[src/rtl/vending_pkg.sv]
// rtl/vending_pkg.sv - shared constants and FSM encoding for the change dispenser
package vending_pkg;

  localparam int W           = 12;
  localparam int STOCK_W     = 4;
  localparam int ACK_TIMEOUT = 255;
  localparam int TMO_W       = $clog2(ACK_TIMEOUT + 1);

  localparam logic [W-1:0]       DOLLAR     = W'(100);
  localparam logic [W-1:0]       QUARTER    = W'(25);
  localparam logic [STOCK_W-1:0] STOCK_FULL = '1;
  localparam logic [TMO_W-1:0]   TMO_LAST   = TMO_W'(ACK_TIMEOUT - 1);

  typedef enum logic [2:0] {
    IDLE,
    SELECT,
    WAIT_ACK,
    WAIT_REL,
    FINISH
  } state_e;

endpackage

[src/rtl/coin_stock.sv]
// rtl/coin_stock.sv - saturating stock counter for one coin denomination
module coin_stock
  import vending_pkg::*;
(
  input  logic clk,
  input  logic rst_n,
  input  logic dec_i,
  input  logic load_i,
  output logic empty_o
);

  logic [STOCK_W-1:0] count_q, count_d;

  always_comb begin
    count_d = count_q;
    if (load_i) begin
      count_d = STOCK_FULL;
    end else if (dec_i && (count_q != '0)) begin
      count_d = count_q - 1'b1;
    end
  end

  always_ff @(posedge clk or negedge rst_n) begin
    if (!rst_n) begin
      count_q <= STOCK_FULL;
    end else begin
      count_q <= count_d;
    end
  end

  assign empty_o = (count_q == '0);

endmodule

[src/rtl/change_dispenser.sv]
// rtl/change_dispenser.sv - pays captured credit back as dollars then quarters via a hopper handshake
module change_dispenser
  import vending_pkg::*;
(
  input  logic         clk,
  input  logic         rst_n,
  input  logic         refund,
  input  logic [W-1:0] money_in,
  input  logic         load_dollar,
  input  logic         load_quarter,
  input  logic         coin_ack,
  output logic         credit_clr,
  output logic         coin_req,
  output logic         coin_sel,
  output logic         busy,
  output logic         done,
  output logic [W-1:0] residual,
  output logic         short_change,
  output logic         fault,
  output logic         dollar_empty,
  output logic         quarter_empty
);

  state_e           state_q, state_d;
  logic             refund_prev_q;
  logic [W-1:0]     remaining_q, remaining_d;
  logic [W-1:0]     residual_q, residual_d;
  logic [TMO_W-1:0] timer_q, timer_d;
  logic             coin_req_q, coin_req_d;
  logic             coin_sel_q, coin_sel_d;
  logic             credit_clr_q, credit_clr_d;
  logic             short_q, short_d;
  logic             fault_q, fault_d;
  logic             refund_edge;
  logic             dec_dollar, dec_quarter;
  logic             ld_dollar, ld_quarter;

  assign refund_edge = refund & ~refund_prev_q;

  coin_stock u_dollar_stock (
    .clk     (clk),
    .rst_n   (rst_n),
    .dec_i   (dec_dollar),
    .load_i  (ld_dollar),
    .empty_o (dollar_empty)
  );

  coin_stock u_quarter_stock (
    .clk     (clk),
    .rst_n   (rst_n),
    .dec_i   (dec_quarter),
    .load_i  (ld_quarter),
    .empty_o (quarter_empty)
  );

  always_comb begin
    state_d      = state_q;
    remaining_d  = remaining_q;
    residual_d   = residual_q;
    timer_d      = timer_q;
    coin_req_d   = coin_req_q;
    coin_sel_d   = coin_sel_q;
    credit_clr_d = 1'b0;
    short_d      = short_q;
    fault_d      = fault_q;
    dec_dollar   = 1'b0;
    dec_quarter  = 1'b0;
    ld_dollar    = 1'b0;
    ld_quarter   = 1'b0;

    case (state_q)
      IDLE: begin
        // A refund edge wins over a simultaneous refill request.
        if (refund_edge) begin
          remaining_d  = money_in;
          credit_clr_d = 1'b1;
          residual_d   = '0;
          short_d      = 1'b0;
          fault_d      = 1'b0;
          state_d      = SELECT;
        end else begin
          ld_dollar  = load_dollar;
          ld_quarter = load_quarter;
        end
      end

      SELECT: begin
        timer_d = '0;
        if ((remaining_q >= DOLLAR) && !dollar_empty) begin
          coin_sel_d = 1'b1;
          coin_req_d = 1'b1;
          state_d    = WAIT_ACK;
        end else if ((remaining_q >= QUARTER) && !quarter_empty) begin
          coin_sel_d = 1'b0;
          coin_req_d = 1'b1;
          state_d    = WAIT_ACK;
        end else begin
          state_d = FINISH;
        end
      end

      WAIT_ACK: begin
        if (coin_ack) begin
          coin_req_d = 1'b0;
          if (coin_sel_q) begin
            remaining_d = remaining_q - DOLLAR;
            dec_dollar  = 1'b1;
          end else begin
            remaining_d = remaining_q - QUARTER;
            dec_quarter = 1'b1;
          end
          state_d = WAIT_REL;
        end else if (timer_q == TMO_LAST) begin
          // Unpaid coin stays in remaining and is reported as residual.
          coin_req_d = 1'b0;
          fault_d    = 1'b1;
          state_d    = FINISH;
        end else begin
          timer_d = timer_q + 1'b1;
        end
      end

      WAIT_REL: begin
        if (!coin_ack) begin
          state_d = SELECT;
        end
      end

      FINISH: begin
        residual_d = remaining_q;
        short_d    = (remaining_q != '0);
        state_d    = IDLE;
      end

      default: begin
        state_d = IDLE;
      end
    endcase
  end

  always_ff @(posedge clk or negedge rst_n) begin
    if (!rst_n) begin
      state_q       <= IDLE;
      refund_prev_q <= 1'b0;
      remaining_q   <= '0;
      residual_q    <= '0;
      timer_q       <= '0;
      coin_req_q    <= 1'b0;
      coin_sel_q    <= 1'b0;
      credit_clr_q  <= 1'b0;
      short_q       <= 1'b0;
      fault_q       <= 1'b0;
    end else begin
      state_q       <= state_d;
      refund_prev_q <= refund;
      remaining_q   <= remaining_d;
      residual_q    <= residual_d;
      timer_q       <= timer_d;
      coin_req_q    <= coin_req_d;
      coin_sel_q    <= coin_sel_d;
      credit_clr_q  <= credit_clr_d;
      short_q       <= short_d;
      fault_q       <= fault_d;
    end
  end

  assign credit_clr   = credit_clr_q;
  assign coin_req     = coin_req_q;
  assign coin_sel     = coin_sel_q;
  assign busy         = (state_q != IDLE);
  assign done         = (state_q == FINISH);
  assign residual     = residual_q;
  assign short_change = short_q;
  assign fault        = fault_q;

endmodule

[config.mk]
export PLATFORM = sky130hd
export DESIGN_NAME = change_dispenser
export DESIGN_NICKNAME = d
export VERILOG_FILES = /design/src/rtl/vending_pkg.sv /design/src/rtl/coin_stock.sv /design/src/rtl/change_dispenser.sv
export SDC_FILE = /design/constraint.sdc
export NUM_CORES = 1
export LEC_CHECK = 0
export ABC_AREA = 1
export CAP_MARGIN = 20
export CORE_UTILIZATION = 35
export CTS_CLUSTER_SIZE = 24
export DETAILED_ROUTE_END_ITERATION = 12
export PLACE_DENSITY = 0.63
export SETUP_SLACK_MARGIN = 0.02
export SLEW_MARGIN = 25
export SYNTH_ARGS = -nofsm -noshare
export SYNTH_HDL_FRONTEND = slang
export SYNTH_HIERARCHICAL = 1
export SYNTH_SLANG_ARGS = --single-unit
export TNS_END_PERCENT = 100
[constraint.sdc]
create_clock -name clk -period 2.15 [get_ports clk]
set_input_delay 0.43 -clock clk [delete_from_list [all_inputs] [get_ports clk]]
set_output_delay 0.43 -clock clk [all_outputs]
set_load 0.01 [all_outputs]
After elaboration in Yosys (flattened, before gate mapping) --
Index checks and enable logic that the tools add are counted.
Operators by class: $add $sub $neg 5, magnitude comparators 2, equality and inequality tests 13, muxes and demuxes 44, bitwise logic cells 2, reduce and logical (&&, ||, !) cells 26
Operators by type and width (count):
- 2-to-1 mux 12 bit | 4
- case mux 12 bit (2 select lines) | 2
- 2-to-1 mux 1 bit | 21
- 2-to-1 mux 3 bit | 6
- 2-to-1 mux 4 bit | 4
- 2-to-1 mux 8 bit | 2
- case mux 8 bit (2 select lines) | 1
- >= comparator 12 x 5 -> 1 bit (second input constant) | 1
- >= comparator 12 x 7 -> 1 bit (second input constant) | 1
- != test 2 bit (second input constant) | 6
- case mux 3 bit (4 select lines) | 1
- AND reduction 3 bit | 4
- nonzero test 12 bit | 1
- nonzero test 2 bit | 6
- subtractor 12 x 5 -> 12 bit (second input constant) | 1
- subtractor 12 x 7 -> 12 bit (second input constant) | 1
- adder 8 x 1 -> 8 bit (second input constant) | 1
- equality test 8 bit (second input constant) | 1
- logical NOT 4 bit | 2
- nonzero test 4 bit | 2
- subtractor 4 x 1 -> 4 bit (second input constant) | 2
- equality test 3 x 2 -> 1 bit (second input constant) | 2
- != test 3 bit (second input constant) | 2
- case mux 1 bit (2 select lines) | 3
- 10 further kinds | 15
Word-level totals: register bits 49, output and inout port bits 21

Depth between registers and ports, before layout --
Gate-level depths: netlist of the first run.
depth in word-level cells 6, mapped depth 13, depth with buffers taken out 13

Modules after synthesis --
Netlist of the first run, hierarchy kept.
By module, submodules not included:
- change_dispenser | instances 1, cells an instance 328, area each 2426.1 sq um
- coin_stock | instances 2, cells an instance 32, area each 271.5 sq um

Worst setup path before layout of the first run --
Ideal clock, no wire load.
kind register to register, from register remaining_q[2], to register state_q[1], library setup time 0.125 ns, arrival 1.362 ns, required time 2.025 ns, path slack 0.662 ns, stages on the path, launching flop included 10, cell sequence dfrtp_1 inv_1 ha_1 nand2_1 a21oi_1 nand3b_1 nand2_1 nand2_1 nand2_1 nand3_1
Between the ends: longest elaborated chain between the ends 5, elaborated cells on any way between the ends 7
RTL lines:
- start, declared | line change_dispenser.sv:26 | logic [W-1:0] remaining_q, remaining_d;
- start signal, assigned | line change_dispenser.sv:156 | remaining_q <= remaining_d;
- >= comparator 12 x 5 -> 1 bit | line change_dispenser.sv:93 | end else if ((remaining_q >= QUARTER) && !quarter_empty) begin
- logical AND 1 bit | line change_dispenser.sv:93
- 2-to-1 mux 3 bit | line change_dispenser.sv:93
- 2-to-1 mux 3 bit (*) | line change_dispenser.sv:89 | if ((remaining_q >= DOLLAR) && !dollar_empty) begin
- case mux 3 bit (4 select lines) (*) | line change_dispenser.sv:71 | case (state_q)
- end signal, assigned | line change_dispenser.sv:154 | state_q <= state_d;
- end, declared | line change_dispenser.sv:24 | state_e state_q, state_d;
Mark *: on every way between the ends. The rest lies on a longest branch, timed or not. A chain may end at the register's enable or synchronous reset.

Worst setup path in the final report of the first run --
from register u_quarter_stock.count_q[0], to output quarter_empty
Between the ends: longest elaborated chain between the ends 1
RTL lines:
- start, declared | line coin_stock.sv:12 | logic [STOCK_W-1:0] count_q, count_d;
- start signal, assigned | line coin_stock.sv:27 | count_q <= count_d;
- logical NOT 4 bit | line coin_stock.sv:31 | assign empty_o = (count_q == '0);
- end, declared | line change_dispenser.sv:21 | output logic quarter_empty
No other way between the ends.

==> impl_metrics.yaml, run 1 <==
timing:
  final_hold_viol_count: 0
  min_period_ns: 1.99
  rsz0062_at_grt: "no"
  worst_slew_pin_slew_ns: 0.428
  fin_setup_tns_ns: 0
  min_period_over_period: 0.927
  setup_viol: 0
  skew_ns: 0.0114
  max_slew_margin: 0.715
  slew_violations: 0
  fmax_mhz: 502
min_path:
  hp-class: "in -> async"
worst_setup_path:
  worst_ep_arrival_time_ns: 1.56
  crit_path_frequent_cell: "inv_1"
  cpPeakStageDelay_ns: 0.53
  cp-end-kind: "output pin"
  crit_family: "flip-flops"
  path_cells: "inv_1 -> ha_2 -> nand3_4 -> inv_1 -> dlygate4sd2_1"
  start_kind: "register"
  crit_fanout: 4
  cp_slowest_cell: "dfstp_2"
  crit_buf_inv: 3
  critPathKind: "reg -> out"
  required_ns: 1.72
cells_and_area:
  layout-drive-gt1-share: 0.124
  fin_cells: 542
  antenna_cells: 0
  syn2layout_area_growth_pct: 22.4
  register_area_um2: 1240
  nFillCells: 839
  nets: 466
  multiInputGateArea_um2: 1490
pwr:
  power_frac_comb: 0.535
  powerDensity_nw_per_um2: 1360
  power_mw: 4.96
  p_leak_nw: 1.77
  power_frac_seq: 0.324
  p_switching_mw: 2.25
  internal-power_mw: 2.70
  p_clk_frac: 0.141
  p_sw_frac: 0.454
  ir_worst_vdd_mv: 0.596
logic_synthesis:
  synth.distinct_cells: 33
  ys_warn_count: 6
  synth_seq_cells: 49
  synthTopCellsByArea: "dfrtp_1, nand2_1, nand3_1, dfstp_2, inv_1"
  synth_nets: 422
  ys_seq_area_frac: 0.416
  syn_inst: 392
  synthTopCellsByCount: "nand2_1, inv_1, nand3_1"
  synth_top_area_cell: "dfrtp_1"
  avgSynthCellArea_um2: 7.57
  synth_area_um2: 2970
  synthDominantCellAreaShare: 0.346
  async_flop_share: 1.00
  synth.most_common_cell: "nand2_1"
  synth_edf_count: 0
  synth-main-ff-cell: "dfrtp_1"
clock_tree:
  clk_pin_slew_ns: 0.09
  clockBufferDepth: 2
  cts_hold_buf: 0
  clkSinkCount: 49
  post_cts_resized: 5
  cts_tree: "built"
  root_buffer: "clkbuf_8"
  clk_latency_ns: 0.31
  htreeDepth: 2
  cts_buffers: 5
  post-cts-setup-buffers: 0
global_routing:
  grt_pass1_vias: 2531
  grt_pass1_wl_mm: 12.0
  grt_max_degree: 50
  grt-ovfl-total: 0
  track_usage: 0.173
  antenna_found_initial: 0
place:
  dp_hpwl_mm: 5.14
  io_buffers: 38
  dp.cells: 534
  place_congestion: 0.823
floorplanning:
  num_rows: 33
  core_area_um2: 8220
  die_y_um: 94.1
  die_width_um: 94.1
  dieArea_um2: 8860
  ios: 39
  initial_utilization: 0.361
run:
  cap_violations: 0
detailed_routing:
  vias: 2683
  post_drt_wl_per_cell_um: 12.9
  drtIter0Drc: 125
  drt_pass1_iterations: 4
  antenna_left: 0
  totalWireLength_mm: 7.02
  vias_per_cell: 4.95
  drcViolationCount: 0
status:
  status: "finished clean"
-- final cells by class --
type	instances	share of cell area
clock inverters	2	0.0103
well taps	105	0.0361
multi-input cells	278	0.409
repair buffers	45	0.121
clock buffers	6	0.0227
flip-flops and latches	49	0.341
inverters	57	0.0592
-- through the flow --
stage	hold WS, ns	cell area, µm²	util	worst slack, ns
after floorplan	0.134	2970	-	0.662
after global placement	0.443	3500	0.426	0.251
after detailed placement	0.445	3500	0.426	0.228
after CTS	0.104	3620	0.441	0.0334
after global routing	0.119	3630	0.442	0.0319
final	0.0912	3630	0.442	0.157
-- sequential cells by signal, summed over array words and instances, names as in the netlist --
signal	flops
remaining_q	12
residual	12
timer_q	8
u_dollar_stock/count_q	4
u_quarter_stock/count_q	4
state_q	3
coin_req	1
coin_sel	1
credit_clr	1
fault	1
refund_prev_q	1
short_change	1
-- per-layer routing --
metal / vias up / track usage / wire length [µm]
met5: - / 0 / 0
met4: 0 / 0.0538 / 68
met3: 7 / 0.0307 / 349
met2: 63 / 0.287 / 3370
met1: 1257 / 0.228 / 3230
li1: 1356 / - / -
-- worst reg2reg max path: stages, from the launching register on --
cell      delay [ns]
dfrtp_1         0.46
inv_1           0.21
ha_1            0.21
nand2_1         0.08
a21oi_1         0.31
nand3b_1        0.18
nand2_1         0.11
nand2_1         0.05
nand2_1         0.10
nand3_1         0.09
-- layout by cell type (no fill, tap or decap), types with 2 or more instances in the layout --
cell type,count
nand2_1,108
inv_1,52
nand3_1,44
dfrtp_1,38
clkdlybuf4s50_1,34
nor2_1,24
o21ai_0,17
o22ai_1,12
a21oi_1,11
ha_1,10
dfstp_2,8
nand2_2,7
nand4_1,6
o21a_1,6
clkbuf_8,6
buf_4,6
nor3_1,5
nand2_4,5
o21ai_2,4
inv_2,3
xor2_1,3
dfrtp_2,3
o21ai_1,2
o211ai_1,2
dlygate4sd2_1,2
nand3_4,2
ha_2,2
-- power groups by stage --
stage | registers (mW) | logic (mW) | clock network (mW)
3_3_place_gp | 1.61 | 2.60 | 0
6_report | 1.61 | 2.65 | 0.697
2_1_floorplan | 1.60 | 1.85 | 0
3_5_place_dp | 1.61 | 2.65 | 0
5_1_grt | 1.65 | 3.04 | 0.755
4_1_cts | 1.60 | 2.66 | 0.725
-- path summary, 6_finish.rpt --
kind                            cells past startpoint  slack (ns)                       start                    endpoint
min in group clk                                    2        0.48  u_quarter_stock/count_q[0]  u_quarter_stock/count_q[0]
max in group asynchronous                           2        1.74                       rst_n  u_quarter_stock/count_q[3]
worst max-delay path                                5        0.16  u_quarter_stock/count_q[0]               quarter_empty
worst max register to register                      9        0.25              remaining_q[2]                  state_q[1]
worst min-delay path                                2        0.09                       rst_n                 residual[5]
worst min register to register                      2        0.48  u_quarter_stock/count_q[0]  u_quarter_stock/count_q[0]
-- logic make-up after synthesis --
family	after synthesis	share of synthesized area
buffers and inverters	65	0.0868
adders and majority gates	12	0.0506
and+or+nand+nor	206	0.322
DFF	49	0.416
AOI/OAI and AO/OA	57	0.115
xor gates and xnor gates	3	0.00885
No activity file was read; power rests on OpenSTA's default activity.
==> run 2: changes to the inputs <==
- CELL_PAD_IN_SITES_DETAIL_PLACEMENT: default -> 0
- CELL_PAD_IN_SITES_GLOBAL_PLACEMENT: default -> 1
- PLACE_DENSITY: 0.63 -> 0.79
==> run 2 against run 1 <==
Count of clock-buffer cells in the layout is 1 lower; setup slack lost 0.042 ns; die area stayed put.
==> impl_metrics.yaml, run 2 (same netlist as run 1, synthesis figures left out) <==
global_routing:
  grt_pass1_wl_mm: 12.5
  antenna_found_initial: 0
  grt-ovfl-total: 0
  grt_pass1_vias: 2668
  grt_max_degree: 28
  track_usage: 0.181
clock_tree:
  cts_hold_buf: 0
  clk_pin_slew_ns: 0.11
  clkSinkCount: 49
  root_buffer: "clkbuf_8"
  clk_latency_ns: 0.31
  clockBufferDepth: 2
  cts_buffers: 5
  htreeDepth: 2
  cts_tree: "built"
timing:
  min_period_over_period: 0.947
  final_hold_viol_count: 0
  fmax_mhz: 491
  min_period_ns: 2.04
  fin_ws_ns: 0.115
  max_slew_margin: 0.618
  rsz0062_at_grt: "yes"
  worst_slew_pin_slew_ns: 0.573
  setup_viol: 0
  slew_violations: 0
  fin_setup_tns_ns: 0
  skew_ns: 0.0136
place:
  place_congestion: 0.875
  io_buffers: 38
  place_ws_ns: 0.196
  dp_hpwl_mm: 5.56
cells_and_area:
  layout-drive-gt1-share: 0.126
  multiInputGateArea_um2: 1490
  syn2layout_area_growth_pct: 22.4
  postLayoutCoreUtil: 0.442
  layout_commonest_cell: "nand2_1"
  antenna_cells: 0
  nets: 467
  nFillCells: 864
  register_area_um2: 1240
  final_cell_mix: "nand2_1, inv_1, nand3_1"
floorplanning:
  die_y_um: 94.1
  num_rows: 33
  core_area_um2: 8220
  die_width_um: 94.1
  ios: 39
  initial_utilization: 0.361
  dieArea_um2: 8860
detailed_routing:
  drt_pass1_iterations: 4
  drcViolationCount: 0
  drtIter0Drc: 127
  totalWireLength_mm: 7.23
  post_drt_wl_per_cell_um: 13.3
  antenna_left: 0
  vias: 2623
  vias_per_cell: 4.83
pwr:
  ir_worst_vdd_mv: 0.598
  p_leak_nw: 1.75
  powerDensity_nw_per_um2: 1370
worst_setup_path:
  regToRegStartpoint: "remaining_q[2]"
  critical_path.startpoint: "state_q[1]"
  critPathKind: "reg -> out"
  worst_ep_arrival_time_ns: 1.61
  start_kind: "register"
  path_cells: "nor2_4 -> nand2_1 -> inv_1 -> clkdlybuf4s50_1"
  crit_fanout: 4
  cp-end-kind: "output pin"
  cpPeakStageDelay_ns: 0.53
  required_ns: 1.72
  cp_slowest_cell: "clkdlybuf4s50_1"
run:
  cap_violations: 0
status:
  status: "finished clean"
min_path:
  hp-class: "in -> async"
==> run 2: cell count changes in the layout (fill, tap and decap cells not counted) <==
cell / change
clkinv_4: +1
clkbuf_8: -1
dlymetal6s2s_1: -1
clkdlybuf4s50_1: +1
buf_4: +1
==> run 2: cell type report <==
type / count / share of cell area
multi-input combinational: 278 / 0.409
sequential: 49 / 0.341
timing repair buffer: 46 / 0.123
inverter: 57 / 0.0592
tap: 105 / 0.0361
clock buffer: 5 / 0.0189
clock inverter: 3 / 0.0127
==> run 2: metrics by stage <==
step / instance area, µm² / hold slack [ns] / instances / total power, mW
2_1_floorplan: 2970 / 0.134 / 392 / 3.45
3_3_place_gp: 3500 / 0.459 / 534 / 4.25
3_5_place_dp: 3500 / 0.459 / 534 / 4.29
4_1_cts: 3620 / 0.115 / 542 / 5.01
5_1_grt: 3630 / 0.134 / 543 / 5.50
6_report: 3630 / 0.0977 / 543 / 4.98
==> run 2: final timing paths <==
path,to,slack [ns],cells past startpoint
worst max-delay path,done,0.11,4
worst min-delay path,remaining_q[5],0.1,1
worst max register to register,state_q[1],0.26,9
worst min register to register,u_quarter_stock/count_q[0],0.49,2
max in group asynchronous,u_quarter_stock/count_q[1],1.43,2
min in group clk,u_quarter_stock/count_q[0],0.49,2
==> run 2: timing repair <==
item | CTS | global route
setup buffers | 0 | 1
setup endpoints to repair | 3 | 2
resized for setup | 5 | 4
==> run 2: power by group <==
part	internal, mW	switching (mW)	total (mW)
Sequential	1.31	0.329	1.64
Combinational	1.03	1.63	2.65
Clock	0.349	0.341	0.690
==> run 2: worst max-delay path, delay by kind of cell, from the launching register on <==
family / cells / cell delay (ns)
buffers and inverters: 2 / 0.62
DFF: 1 / 0.45
and+or+nand+nor: 2 / 0.23
==> run 2: layer usage <==
layer / part of all wire / vias to the layer above / routed length (µm) / track usage
met4: 0.0069 / 0 / 50 / 0.0397
met5: 0 / - / 0 / 0
met1: 0.47 / 1230 / 3370 / 0.226
met2: 0.50 / 30 / 3610 / 0.324
met3: 0.027 / 5 / 197 / 0.0291
li1: - / 1358 / - / -
